## src/rtl/ram_frame_loader_pkg.sv

```systemverilog
// ram_frame_loader_pkg: state encoding, solver RAM address map
// and header field layout shared by the frame loader files.
package ram_frame_loader_pkg;

    typedef enum logic [3:0] {
        S_IDLE,
        S_HDR,
        S_WN,
        S_WM,
        S_H,
        S_ERR,
        S_T,
        S_U0,
        S_A,
        S_B,
        S_X,
        S_DONE,
        S_BAD
    } state_t;

    // bank1: U0 at 0..N-1, scalars and time points above it
    localparam int MAP_B1_N_ADDR   = 900;
    localparam int MAP_B1_M_ADDR   = 901;
    localparam int MAP_B1_T_BASE   = 902;

    // bank4: X at 0..N-1, scalars and time points above it
    localparam int MAP_B4_H_ADDR   = 50;
    localparam int MAP_B4_N_ADDR   = 51;
    localparam int MAP_B4_ERR_ADDR = 52;
    localparam int MAP_B4_T_BASE   = 53;

    // header word field positions
    localparam int HDR_N_LSB  = 0;
    localparam int HDR_M_LSB  = 8;
    localparam int HDR_T_LSB  = 16;
    localparam int HDR_NM_W   = 6;
    localparam int HDR_T_W    = 5;

    // linear counter covers the largest section (50*50 words)
    localparam int CNT_W = 12;
    localparam int ROW_W = 6;

    function automatic logic hdr_valid(
        input logic [HDR_NM_W-1:0] n,
        input logic [HDR_NM_W-1:0] m,
        input logic [HDR_T_W-1:0]  tc,
        input int                  max_n,
        input int                  max_t
    );
        return (n != '0) && (int'(n) <= max_n) &&
               (int'(m) <= max_n) &&
               (tc != '0) && (int'(tc) <= max_t);
    endfunction

endpackage

```

## src/rtl/ram_frame_loader_counter.sv

```systemverilog
// loader_section_counter: row/col/linear position inside one
// frame section; last flags the final word of the section.
module loader_section_counter
    import ram_frame_loader_pkg::*;
#(
    parameter int LW = CNT_W,
    parameter int RW = ROW_W
) (
    input  logic          clk,
    input  logic          rst_n,
    input  logic          load,
    input  logic          adv,
    input  logic [RW-1:0] row_max,
    input  logic [RW-1:0] col_max,
    output logic [LW-1:0] lin,
    output logic          last
);

    logic [RW-1:0] row_q;
    logic [RW-1:0] col_q;
    logic [RW-1:0] row_max_q;
    logic [RW-1:0] col_max_q;

    // load restarts the section; adv steps col, wrapping into row
    always_ff @(posedge clk or negedge rst_n) begin
        if (!rst_n) begin
            lin       <= '0;
            row_q     <= '0;
            col_q     <= '0;
            row_max_q <= '0;
            col_max_q <= '0;
        end else if (load) begin
            lin       <= '0;
            row_q     <= '0;
            col_q     <= '0;
            row_max_q <= row_max;
            col_max_q <= col_max;
        end else if (adv) begin
            lin <= lin + LW'(1);
            if (col_q == col_max_q) begin
                col_q <= '0;
                row_q <= row_q + RW'(1);
            end else begin
                col_q <= col_q + RW'(1);
            end
        end
    end

    assign last = (row_q == row_max_q) && (col_q == col_max_q);

endmodule

```

## src/rtl/ram_frame_loader.sv

```systemverilog
// ram_frame_loader: takes one ODE problem frame off a valid/ready
// stream, checks the header and scatters words over four RAM banks.
module ram_frame_loader
    import ram_frame_loader_pkg::*;
#(
    parameter int DATA_WIDTH  = 64,
    parameter int AW1         = 10,
    parameter int AW2         = 12,
    parameter int AW3         = 12,
    parameter int AW4         = 7,
    parameter int MAX_N       = 50,
    parameter int MAX_T       = 16,
    parameter int B1_N_ADDR   = MAP_B1_N_ADDR,
    parameter int B1_M_ADDR   = MAP_B1_M_ADDR,
    parameter int B1_T_BASE   = MAP_B1_T_BASE,
    parameter int B4_H_ADDR   = MAP_B4_H_ADDR,
    parameter int B4_N_ADDR   = MAP_B4_N_ADDR,
    parameter int B4_ERR_ADDR = MAP_B4_ERR_ADDR,
    parameter int B4_T_BASE   = MAP_B4_T_BASE
) (
    input  logic                  clk,
    input  logic                  rst_n,
    input  logic                  start,
    input  logic                  in_valid,
    input  logic [DATA_WIDTH-1:0] in_data,
    output logic                  in_ready,
    output logic                  busy,
    output logic                  done,
    output logic                  hdr_err,
    output logic [AW1-1:0]        address_1,
    output logic [DATA_WIDTH-1:0] data_write_1,
    output logic                  WR_signal_1,
    output logic [AW2-1:0]        address_2,
    output logic [DATA_WIDTH-1:0] data_write_2,
    output logic                  WR_signal_2,
    output logic [AW3-1:0]        address_3,
    output logic [DATA_WIDTH-1:0] data_write_3,
    output logic                  WR_signal_3,
    output logic [AW4-1:0]        address_4,
    output logic [DATA_WIDTH-1:0] data_write_4,
    output logic                  WR_signal_4
);

    state_t state_q;
    state_t state_d;

    logic [HDR_NM_W-1:0] n_q;
    logic [HDR_NM_W-1:0] m_q;
    logic [HDR_T_W-1:0]  tc_q;
    logic                hdr_err_q;

    logic [HDR_NM_W-1:0] hdr_n;
    logic [HDR_NM_W-1:0] hdr_m;
    logic [HDR_T_W-1:0]  hdr_tc;
    logic                hdr_ok;

    logic accept;
    logic idle_like;

    logic             cnt_load;
    logic [ROW_W-1:0] row_max_d;
    logic [ROW_W-1:0] col_max_d;
    logic [CNT_W-1:0] lin;
    logic             last;

    logic                  wr1_d;
    logic                  wr2_d;
    logic                  wr3_d;
    logic                  wr4_d;
    logic [AW1-1:0]        a1_d;
    logic [AW2-1:0]        a2_d;
    logic [AW3-1:0]        a3_d;
    logic [AW4-1:0]        a4_d;
    logic [DATA_WIDTH-1:0] d1_d;
    logic [DATA_WIDTH-1:0] d4_d;

    assign hdr_n  = in_data[HDR_N_LSB +: HDR_NM_W];
    assign hdr_m  = in_data[HDR_M_LSB +: HDR_NM_W];
    assign hdr_tc = in_data[HDR_T_LSB +: HDR_T_W];
    assign hdr_ok = hdr_valid(hdr_n, hdr_m, hdr_tc, MAX_N, MAX_T);

    assign idle_like = (state_q == S_IDLE) || (state_q == S_BAD);
    assign accept    = in_valid && in_ready;

    // handshake and status decode straight from the state
    always_comb begin
        in_ready = 1'b0;
        unique case (state_q)
            S_HDR, S_H, S_ERR, S_T,
            S_U0, S_A, S_B, S_X: in_ready = 1'b1;
            default:             in_ready = 1'b0;
        endcase
    end

    assign busy    = !idle_like;
    assign done    = (state_q == S_DONE);
    assign hdr_err = hdr_err_q;

    // frame sequencing; sections end on the counter last flag
    always_comb begin
        state_d = state_q;
        unique case (state_q)
            S_IDLE, S_BAD: if (start) state_d = S_HDR;
            S_HDR:  if (accept) state_d = hdr_ok ? S_WN : S_BAD;
            S_WN:   state_d = S_WM;
            S_WM:   state_d = S_H;
            S_H:    if (accept) state_d = S_ERR;
            S_ERR:  if (accept) state_d = S_T;
            S_T:    if (accept && last) state_d = S_U0;
            S_U0:   if (accept && last) state_d = S_A;
            S_A:    if (accept && last)
                        state_d = (m_q == '0) ? S_X : S_B;
            S_B:    if (accept && last) state_d = S_X;
            S_X:    if (accept && last) state_d = S_DONE;
            S_DONE: state_d = S_IDLE;
            default: state_d = S_IDLE;
        endcase
    end

    // every state change restarts the counter with the new section shape
    always_comb begin
        cnt_load  = (state_d != state_q);
        row_max_d = '0;
        col_max_d = '0;
        case (state_d)
            S_T:  col_max_d = ROW_W'(tc_q) - ROW_W'(1);
            S_U0: col_max_d = n_q - ROW_W'(1);
            S_A: begin
                row_max_d = n_q - ROW_W'(1);
                col_max_d = n_q - ROW_W'(1);
            end
            S_B: begin
                row_max_d = n_q - ROW_W'(1);
                col_max_d = m_q - ROW_W'(1);
            end
            S_X:  col_max_d = n_q - ROW_W'(1);
            default: ;
        endcase
    end

    loader_section_counter #(
        .LW (CNT_W),
        .RW (ROW_W)
    ) u_cnt (
        .clk     (clk),
        .rst_n   (rst_n),
        .load    (cnt_load),
        .adv     (accept),
        .row_max (row_max_d),
        .col_max (col_max_d),
        .lin     (lin),
        .last    (last)
    );

    // steer the current word (or header scalar) to its bank slot
    always_comb begin
        wr1_d = 1'b0;
        wr2_d = 1'b0;
        wr3_d = 1'b0;
        wr4_d = 1'b0;
        a1_d  = '0;
        a2_d  = '0;
        a3_d  = '0;
        a4_d  = '0;
        d1_d  = in_data;
        d4_d  = in_data;
        case (state_q)
            S_WN: begin
                wr1_d = 1'b1;
                a1_d  = AW1'(B1_N_ADDR);
                d1_d  = DATA_WIDTH'(n_q);
                wr4_d = 1'b1;
                a4_d  = AW4'(B4_N_ADDR);
                d4_d  = DATA_WIDTH'(n_q);
            end
            S_WM: begin
                wr1_d = 1'b1;
                a1_d  = AW1'(B1_M_ADDR);
                d1_d  = DATA_WIDTH'(m_q);
            end
            S_H: begin
                wr4_d = accept;
                a4_d  = AW4'(B4_H_ADDR);
            end
            S_ERR: begin
                wr4_d = accept;
                a4_d  = AW4'(B4_ERR_ADDR);
            end
            S_T: begin
                wr1_d = accept;
                a1_d  = AW1'(B1_T_BASE + int'(lin));
                wr4_d = accept;
                a4_d  = AW4'(B4_T_BASE + int'(lin));
            end
            S_U0: begin
                wr1_d = accept;
                a1_d  = AW1'(lin);
            end
            S_A: begin
                wr2_d = accept;
                a2_d  = AW2'(lin);
            end
            S_B: begin
                wr3_d = accept;
                a3_d  = AW3'(lin);
            end
            S_X: begin
                wr4_d = accept;
                a4_d  = AW4'(lin);
            end
            default: ;
        endcase
    end

    // state, latched header fields and sticky header error
    always_ff @(posedge clk or negedge rst_n) begin
        if (!rst_n) begin
            state_q   <= S_IDLE;
            n_q       <= '0;
            m_q       <= '0;
            tc_q      <= '0;
            hdr_err_q <= 1'b0;
        end else begin
            state_q <= state_d;
            if (state_q == S_HDR && accept) begin
                n_q  <= hdr_n;
                m_q  <= hdr_m;
                tc_q <= hdr_tc;
            end
            if (idle_like && start) begin
                hdr_err_q <= 1'b0;
            end else if (state_q == S_HDR && accept && !hdr_ok) begin
                hdr_err_q <= 1'b1;
            end
        end
    end

    // registered write ports; WR lasts exactly one cycle per word
    always_ff @(posedge clk or negedge rst_n) begin
        if (!rst_n) begin
            WR_signal_1  <= 1'b0;
            WR_signal_2  <= 1'b0;
            WR_signal_3  <= 1'b0;
            WR_signal_4  <= 1'b0;
            address_1    <= '0;
            address_2    <= '0;
            address_3    <= '0;
            address_4    <= '0;
            data_write_1 <= '0;
            data_write_2 <= '0;
            data_write_3 <= '0;
            data_write_4 <= '0;
        end else begin
            WR_signal_1 <= wr1_d;
            WR_signal_2 <= wr2_d;
            WR_signal_3 <= wr3_d;
            WR_signal_4 <= wr4_d;
            if (wr1_d) begin
                address_1    <= a1_d;
                data_write_1 <= d1_d;
            end
            if (wr2_d) begin
                address_2    <= a2_d;
                data_write_2 <= in_data;
            end
            if (wr3_d) begin
                address_3    <= a3_d;
                data_write_3 <= in_data;
            end
            if (wr4_d) begin
                address_4    <= a4_d;
                data_write_4 <= d4_d;
            end
        end
    end

endmodule

```

## config.mk

```make
export PLATFORM = sky130hd
export DESIGN_NAME = ram_frame_loader
export DESIGN_NICKNAME = d
export VERILOG_FILES = /design/src/rtl/ram_frame_loader_pkg.sv /design/src/rtl/ram_frame_loader_counter.sv /design/src/rtl/ram_frame_loader.sv
export SDC_FILE = /design/constraint.sdc
export NUM_CORES = 1
export LEC_CHECK = 0
export CAP_MARGIN = 0
export CORE_AREA = 10 10 207 209
export CTS_BUF_LIST = sky130_fd_sc_hd__clkbuf_8
export CTS_CLUSTER_DIAMETER = 40
export DETAILED_ROUTE_END_ITERATION = 10
export DIE_AREA = 0 0 217 219
export GPL_TIMING_DRIVEN = 0
export MAX_ROUTING_LAYER = met4
export PLACE_DENSITY = 0.66
export SLEW_MARGIN = 25
export SYNTH_ARGS = -nofsm -noshare
export SYNTH_HDL_FRONTEND = slang
export SYNTH_HIERARCHICAL = 1
export SYNTH_SLANG_ARGS = --single-unit
```

## constraint.sdc

```tcl
create_clock -name clk -period 4.5 [get_ports clk]
set_clock_uncertainty 0.15 [all_clocks]
set_input_delay 1.35 -clock clk [delete_from_list [all_inputs] [get_ports clk]]
set_output_delay 1.35 -clock clk [all_outputs]
set_load 0.05 [all_outputs]
```

==> out/qor.yml, run 1 <==
p_per_area_nw_per_um2: 589
synthCells: 1369
ys_ff_latch: 359
post-route-drc-count: 0
synth_common_cells: "359 x dfrtp_1, 286 x nand2_1, 187 x mux2_2, 130 x nand3_1, 66 x nor2_1"
grt_pass1_vias: 12800
hpwl_um: 38400
crit_required_ns: 4.83
path_common_cell: "mux2i_1"
synth-edff-count: 0
netlist_area_um2: 15400
ys.flop_type: "dfrtp_1"
portBuffers: 372
gr-usage-met2_pct: 34.3
via_per_inst: 5.17
synth_top_area_share_pct: 58.5
clk_transition_reported_paths_ns: 0.05
ff2ff_path_depth: 17
cts.sinks: 359
htree_num_levels: 3
fillers: 3428
final_antenna_net_count: 0
ys_seq_area_share_pct: 58.5
syn-num-nets: 1445
crit_path_max_fanout: 10
hold_violations: 0
fin_crit_ns: 4.15
critical_path.max_stage_delay_ns: 0.44
critPathArrivalTime_ns: 4.48
reg2reg_to: "u_cnt/col_max_q[4]$_DFFE_PN0P_"
hold_class: "reg2reg"
antenna_found_initial: 2
period_share_pct: 92.1
cp.depth: 17
rows: 72
syn_area_per_cell_um2: 11.2
grt.busiest_layer: "met2"
slew_violations: 0
status: "complete, no violations"
crit_slowest_cell: "dfrtp_1"
placed_area_um2: 19800
synth_most_common_cell: "dfrtp_1"
grt-ovfl-total: 0
worstMarginPinSlew_ns: 0.956
leakagePower_nw: 10.0
initial_core_util_pct: 39.8
rsz0062_at_grt: "false"
setup_viol: 0
nNetsFinal: 1891
rrSetupSlack_ns: 0.35
path_buf_inv: 2
tritoncts: "done"
grt_start_max_net_pins: 92
crit_path_end_kind: "flop"
drive_gt1_share_pct: 18.3
yosys.area.top_type: "dfrtp_1"
wirelength_um: 51900
cp-startpoint: "u_cnt/col_q[3]$_DFFE_PN0P_"
crit_path_start_kind: "flop"
die_x_um: 217
die_y_um: 219
cts_setup_buffers: 0
io_pins: 373
cts_root_buf: "clkbuf_8"
gr-usage-all-layers_pct: 21.9
core-area_um2: 38600
drv_cap: 0
drt_first_pass_iters: 6
synth.distinct_cells: 70
hold_ws_ns: 0.310
cts_inserted_buffers: 68
slew-limit-headroom_pct: 36.1
crit_type: "reg2reg"
rr_startpoint: "u_cnt/col_q[3]$_DFFE_PN0P_"
met3_usage_pct: 8.62
cts.path.max_buffers: 3
drtIter0Drc: 808
place_congestion: 0.915
fmax_mhz: 241
grt_pass1_wl_um: 78500
final_core_util_pct: 54.8
endpoint: "u_cnt/col_max_q[4]$_DFFE_PN0P_"
routed-via-count: 12300
final_area_um2: 21100
routedWlPerCell_um: 21.8
worstPathCellList: "xnor2_1 -> nand4_1 -> buf_4 -> nor2_1 -> and4_4 -> and4_1 -> nand4b_1 -> o211ai_4 -> a21oi_2 -> buf_6 -> mux2i_1 -> ha_1 -> nand2_1 -> mux2i_1 -> xor2_1 -> o22ai_1 -> mux2_2"
area_growth_pct: 37.6
clk_latency_ns: 0.62
yosys_warnings: 6
async_flop_share_pct: 100
die_area_um2: 47500
cts_hold_buf: 0
path_delay_family: "simple AND/OR/NAND/NOR gates"
synth_area_leaders: "dfrtp_1 59%, mux2_2 14%, nand2_1 7.0%"
use_met1_pct: 26.0
ir_worst_vdd_mv: 0.322
## metrics by stage
stage | setup TNS [ns] | cells | setup WS, ns | power, W
floorplan | 0 | 1369 | 0.809 | 0.00745
global placement | -4999.75 | 2259 | -13.92 | 0.00940
detailed placement | -15.06 | 2263 | -0.713 | 0.00946
CTS | 0 | 2378 | 0.00450 | 0.0126
global route | 0 | 2380 | 0.0389 | 0.0131
finish | 0 | 2380 | 0.354 | 0.0124
## worst register-to-register path, delay by kind of cell, from the launching register on
family,cells,cell delay (ns)
XOR/XNOR,2,0.40
buffers and inverters,2,0.39
flip-flops,1,0.44
AO/OA/AOI/OAI,3,0.44
AND/OR/NAND/NOR,6,1.21
multiplexers,3,0.73
adder cells (fa/ha/maj),1,0.26
## layer usage
layer / share of wire (%) / vias up
li1: - / 5597
met1: 41 / 6205
met2: 47 / 430
met3: 9.9 / 70
met4: 1.7 / 0
met5: 0 / -
## cell families after synthesis
kind of cell,after synthesis,share of synthesized area (%)
AOI/OAI and AO/OA,107,4.76
xor gates and xnor gates,42,2.44
adders and majority gates,8,0.652
buffers and inverters,100,2.98
DFF,359,58.5
muxes,198,14.5
and+or+nand+nor,555,16.2
## how the worst min path moves through the flow
stage | start | endpoint | slack [ns] | cells after the start
5_1_grt | data_write_4[52]$_DFFE_PN0P_ | data_write_4[52]$_DFFE_PN0P_ | 0.34 | 2
4_1_cts | data_write_4[9]$_DFFE_PN0P_ | data_write_4[9]$_DFFE_PN0P_ | 0.32 | 2
6_report | data_write_4[9]$_DFFE_PN0P_ | data_write_4[9]$_DFFE_PN0P_ | 0.31 | 2
3_3_place_gp | data_write_4[34]$_DFFE_PN0P_ | data_write_4[34]$_DFFE_PN0P_ | 0.30 | 2
2_1_floorplan | u_cnt/lin[11]$_DFFE_PN0P_ | address_3[11]$_DFFE_PN0P_ | 0.35 | 1
3_5_place_dp | data_write_4[39]$_DFFE_PN0P_ | data_write_4[39]$_DFFE_PN0P_ | 0.30 | 2
## layout make-up
| type | count | area [um^2] | share of cell area (%) |
|---|---|---|---|
| multi-input cells | 910 | 5920 | 28.0 |
| flip-flops and latches | 359 | 8980 | 42.5 |
| clock buffers | 81 | 1110 | 5.28 |
| diodes | 2 | 5.00 | 0.0237 |
| clock inverters | 34 | 165 | 0.781 |
| inverters | 16 | 60.1 | 0.284 |
| repair buffers | 376 | 3840 | 18.2 |
| plain buffers | 84 | 398 | 1.88 |
| well taps | 518 | 648 | 3.07 |
## timing repair
| item | in CTS | in global routing |
|---|---|---|
| resized for setup | 1 | 4 |
| cloned | 0 | 0 |
| endpoints found under the setup margin | 10 | 7 |
| pin swaps | 0 | 0 |
## power breakdown
part	total, W	internal, W	switching (W)
clock network	0.00303	0.00163	0.00140
registers	0.00427	0.00384	0.000438
logic	0.00514	0.00158	0.00355
## state kept, by name, indices dropped and copies added, names as in the netlist
name	flops
m_q	6
address_2	12
WR_signal_2	1
WR_signal_1	1
hdr_err	1
data_write_4	64
n_q	6
address_3	12
u_cnt/col_max_q	6
data_write_3	64
u_cnt/row_q	6
address_4	7
WR_signal_4	1
state_q	4
data_write_1	64
u_cnt/col_q	6
u_cnt/row_max_q	6
address_1	10
tc_q	5
WR_signal_3	1
data_write_2	64
u_cnt/lin	12
## cell usage in the layout (no fill, tap or decap), drive strengths merged, types with 7 or more instances in the layout
cell type	count
nor2	66
nand2	288
dfrtp	359
xor2	20
mux2	189
buf	42
a21oi	19
o21ai	26
nand2b	8
nand3	130
nor3	11
clkbuf	128
ha	8
nor2b	7
a31oi	14
xnor2	22
clkdlybuf4s50	370
a22oi	9
nor4	14
inv	40
mux2i	9
Power figures use the tool's default switching activity.
==> run 2, diff against run 1 <==
Settings changed: CTS_CLUSTER_SIZE set to 14.
==> run 2 against run 1 <==
Against the previous run: critical path depth is 11 lower; sequential share of layout area is 0.14 points higher; sequential power hardly changed; final cell count is 0.67% lower; register-to-register slack worse by 0.02 ns; first-iteration DRC count is 8.5% lower; power is 0.12% lower; design area is 0.33% lower; critical path type is now reg2out.
==> out/qor.yml, run 2 (synthesis gave the netlist of run 1 again) <==
rsz0062_at_grt: "false"  # unchanged
gr-usage-all-layers_pct: 21.8  # was 21.9%
final_core_util_pct: 54.6  # was 54.8%
crit_type: "reg2out"  # was reg2reg
routedWlPerCell_um: 21.9  # was 21.8 um
grt_pass1_vias: 12700  # was 12800
multiInputGateArea_um2: 5920  # unchanged
final_area_um2: 21100  # about the same
min-delay-start: "data_write_4[9]$_DFFE_PN0P_"  # unchanged
die_x_um: 217  # unchanged
reg2reg_to: "u_cnt/col_max_q[4]$_DFFE_PN0P_"  # unchanged
rr_startpoint: "u_cnt/col_q[4]$_DFFE_PN0P_"  # was u_cnt/col_q[3]$_DFFE_PN0P_
via_per_inst: 5.15  # was 5.17
drive_gt1_share_pct: 18.7  # was 18.3%
placed_area_um2: 19800  # unchanged
io_pins: 373  # unchanged
status: "complete, no violations"  # unchanged
rrSetupSlack_ns: 0.33  # was 0.35 ns
hold_class: "reg2reg"  # unchanged
cts_root_buf: "clkbuf_8"  # unchanged
cts_inserted_buffers: 55  # was 68
drv_cap: 0  # unchanged
core-area_um2: 38600  # unchanged
clk_transition_reported_paths_ns: 0.08  # was 0.05 ns
critPathArrivalTime_ns: 2.71  # was 4.48 ns
drtIter0Drc: 739  # was 808
place_congestion: 0.915  # unchanged
htree_num_levels: 2  # was 3
cts.path.max_buffers: 3  # unchanged
drt_first_pass_iters: 5  # was 6
seqCellArea_um2: 8980  # unchanged
tritoncts: "done"  # unchanged
clk_latency_ns: 0.66  # was 0.62 ns
crit_path_max_fanout: 10  # unchanged
final_antenna_net_count: 0  # unchanged
crit_required_ns: 3.00  # was 4.83 ns
hold_depth: 2  # unchanged
fin_crit_ns: 4.21  # was 4.15 ns
post-place-ws_ns: -0.713  # unchanged
cts_setup_buffers: 0  # unchanged
portBuffers: 372  # unchanged
nNetsFinal: 1878  # was 1891
antenna_found_initial: 2  # unchanged
wirelength_um: 51700  # was 51900 um
grt-ovfl-total: 0  # unchanged
crit_path_end_kind: "primary output"  # was flop
cts.sinks: 359  # unchanged
die_area_um2: 47500  # unchanged
routed-via-count: 12200  # was 12300
rows: 72  # unchanged
p_per_area_nw_per_um2: 590  # was 589 nW/um^2
die_y_um: 219  # unchanged
crit_path_start_kind: "flop"  # unchanged
period_share_pct: 93.7  # was 92.1%
grt_pass1_wl_um: 78100  # was 78500 um
slew-limit-headroom_pct: 40.7  # was 36.1%
layout_common_cells: "370 x clkdlybuf4s50_1, 359 x dfrtp_1, 286 x nand2_1"  # unchanged
ir_worst_vdd_mv: 0.352  # was 0.322 mV
slew_violations: 0  # unchanged
initial_core_util_pct: 39.8  # unchanged
final_common_cell: "clkdlybuf4s50_1"  # unchanged
leakagePower_nw: 9.89  # was 10.0 nW
ff2ff_path_depth: 17  # unchanged
setup_viol: 0  # unchanged
grt_start_max_net_pins: 92  # unchanged
cts-resized-gates: 2  # was 1
fmax_mhz: 237  # was 241 MHz
final.setup.worst_slack_ns: 0.285  # was 0.354 ns
area_growth_pct: 37.2  # was 37.6%
fillers: 3446  # was 3428
post-route-drc-count: 0  # unchanged
worstMarginPinSlew_ns: 0.882  # was 0.956 ns
hpwl_um: 38400  # unchanged
cts_hold_buf: 0  # unchanged
hold_violations: 0  # unchanged
min_to: "data_write_4[9]$_DFFE_PN0P_"  # unchanged
finalPower_w: 0.0124  # about the same
run 2: cell types whose count changed in the layout (fill, tap and decap cells not counted), moves of 3 or more:
cell | previous run | this run
clkbuf_8 | 81 | 56
inv_1 | 35 | 16
inv_6 | 3 | 11
bufinv_16 | 0 | 5
clkinv_4 | 0 | 5
clkinv_2 | 6 | 10
inv_8 | 0 | 3
run 2: worst max-delay path by stage:
| stage | startpoint | end | slack, ns | cells past startpoint |
|---|---|---|---|---|
| 6_report | state_q[2]$_DFF_PN0_ | in_ready | 0.29 | 6 |
| 5_1_grt | u_cnt/col_q[3]$_DFFE_PN0P_ | u_cnt/col_max_q[4]$_DFFE_PN0P_ | 0.04 | 17 |
| 4_1_cts | in_data[16] | u_cnt/lin[2]$_DFFE_PN0P_ | 0.21 | 10 |
| 3_5_place_dp | in_data[16] | u_cnt/lin[1]$_DFFE_PN0P_ | -0.71 | 10 |
| 3_3_place_gp | rst_n | data_write_2[40]$_DFFE_PN0P_ | -13.92 | 1 |
| 2_1_floorplan | start | u_cnt/col_max_q[4]$_DFFE_PN0P_ | 0.81 | 12 |
run 2: report_power, final:
| group | leakage [nW] | internal [W] | switching, W | total (W) |
|---|---|---|---|---|
| clock network | 0.619 | 0.00153 | 0.00149 | 0.00302 |
| registers | 4.71 | 0.00383 | 0.000439 | 0.00427 |
| logic | 4.56 | 0.00158 | 0.00356 | 0.00514 |
| total | 9.89 | 0.00694 | 0.00549 | 0.0124 |
run 2: worst max-delay path, stage by stage, from the launching register on:
cell and delay (ns):
dfrtp_1 0.38, clkbuf_4 0.23, buf_2 0.23, buf_1 0.39
o21ai_0 0.16, nand2_1 0.10, dlygate4sd2_1 0.59
run 2: final cells by class:
cell class	instances	share of cell area, %
sequential	359	42.6
tap	518	3.08
clock inverter	43	2.10
multi-input combinational	910	28.1
inverter	16	0.285
clock buffer	56	3.66
buffer	84	1.89
timing repair buffer	376	18.2
antenna	2	0.0238
run 2: through the flow:
| stage | instances | hold WS [ns] | setup TNS [ns] |
|---|---|---|---|
| 5_1_grt | 2364 | 0.345 | 0 |
| 3_3_place_gp | 2259 | 0.301 | -4999.75 |
| 3_5_place_dp | 2263 | 0.305 | -15.06 |
| 6_report | 2364 | 0.317 | 0 |
| 2_1_floorplan | 1369 | 0.346 | 0 |
| 4_1_cts | 2362 | 0.323 | 0 |
run 2: per-layer routing:
metal | global-route usage [%] | share of wire (%) | vias to the layer above
met5 | - | 0 | -
met4 | 6.34 | 2.0 | 0
met3 | 7.95 | 9.1 | 71
met2 | 33.8 | 47 | 421
met1 | 26.3 | 42 | 6113
li1 | - | - | 5574
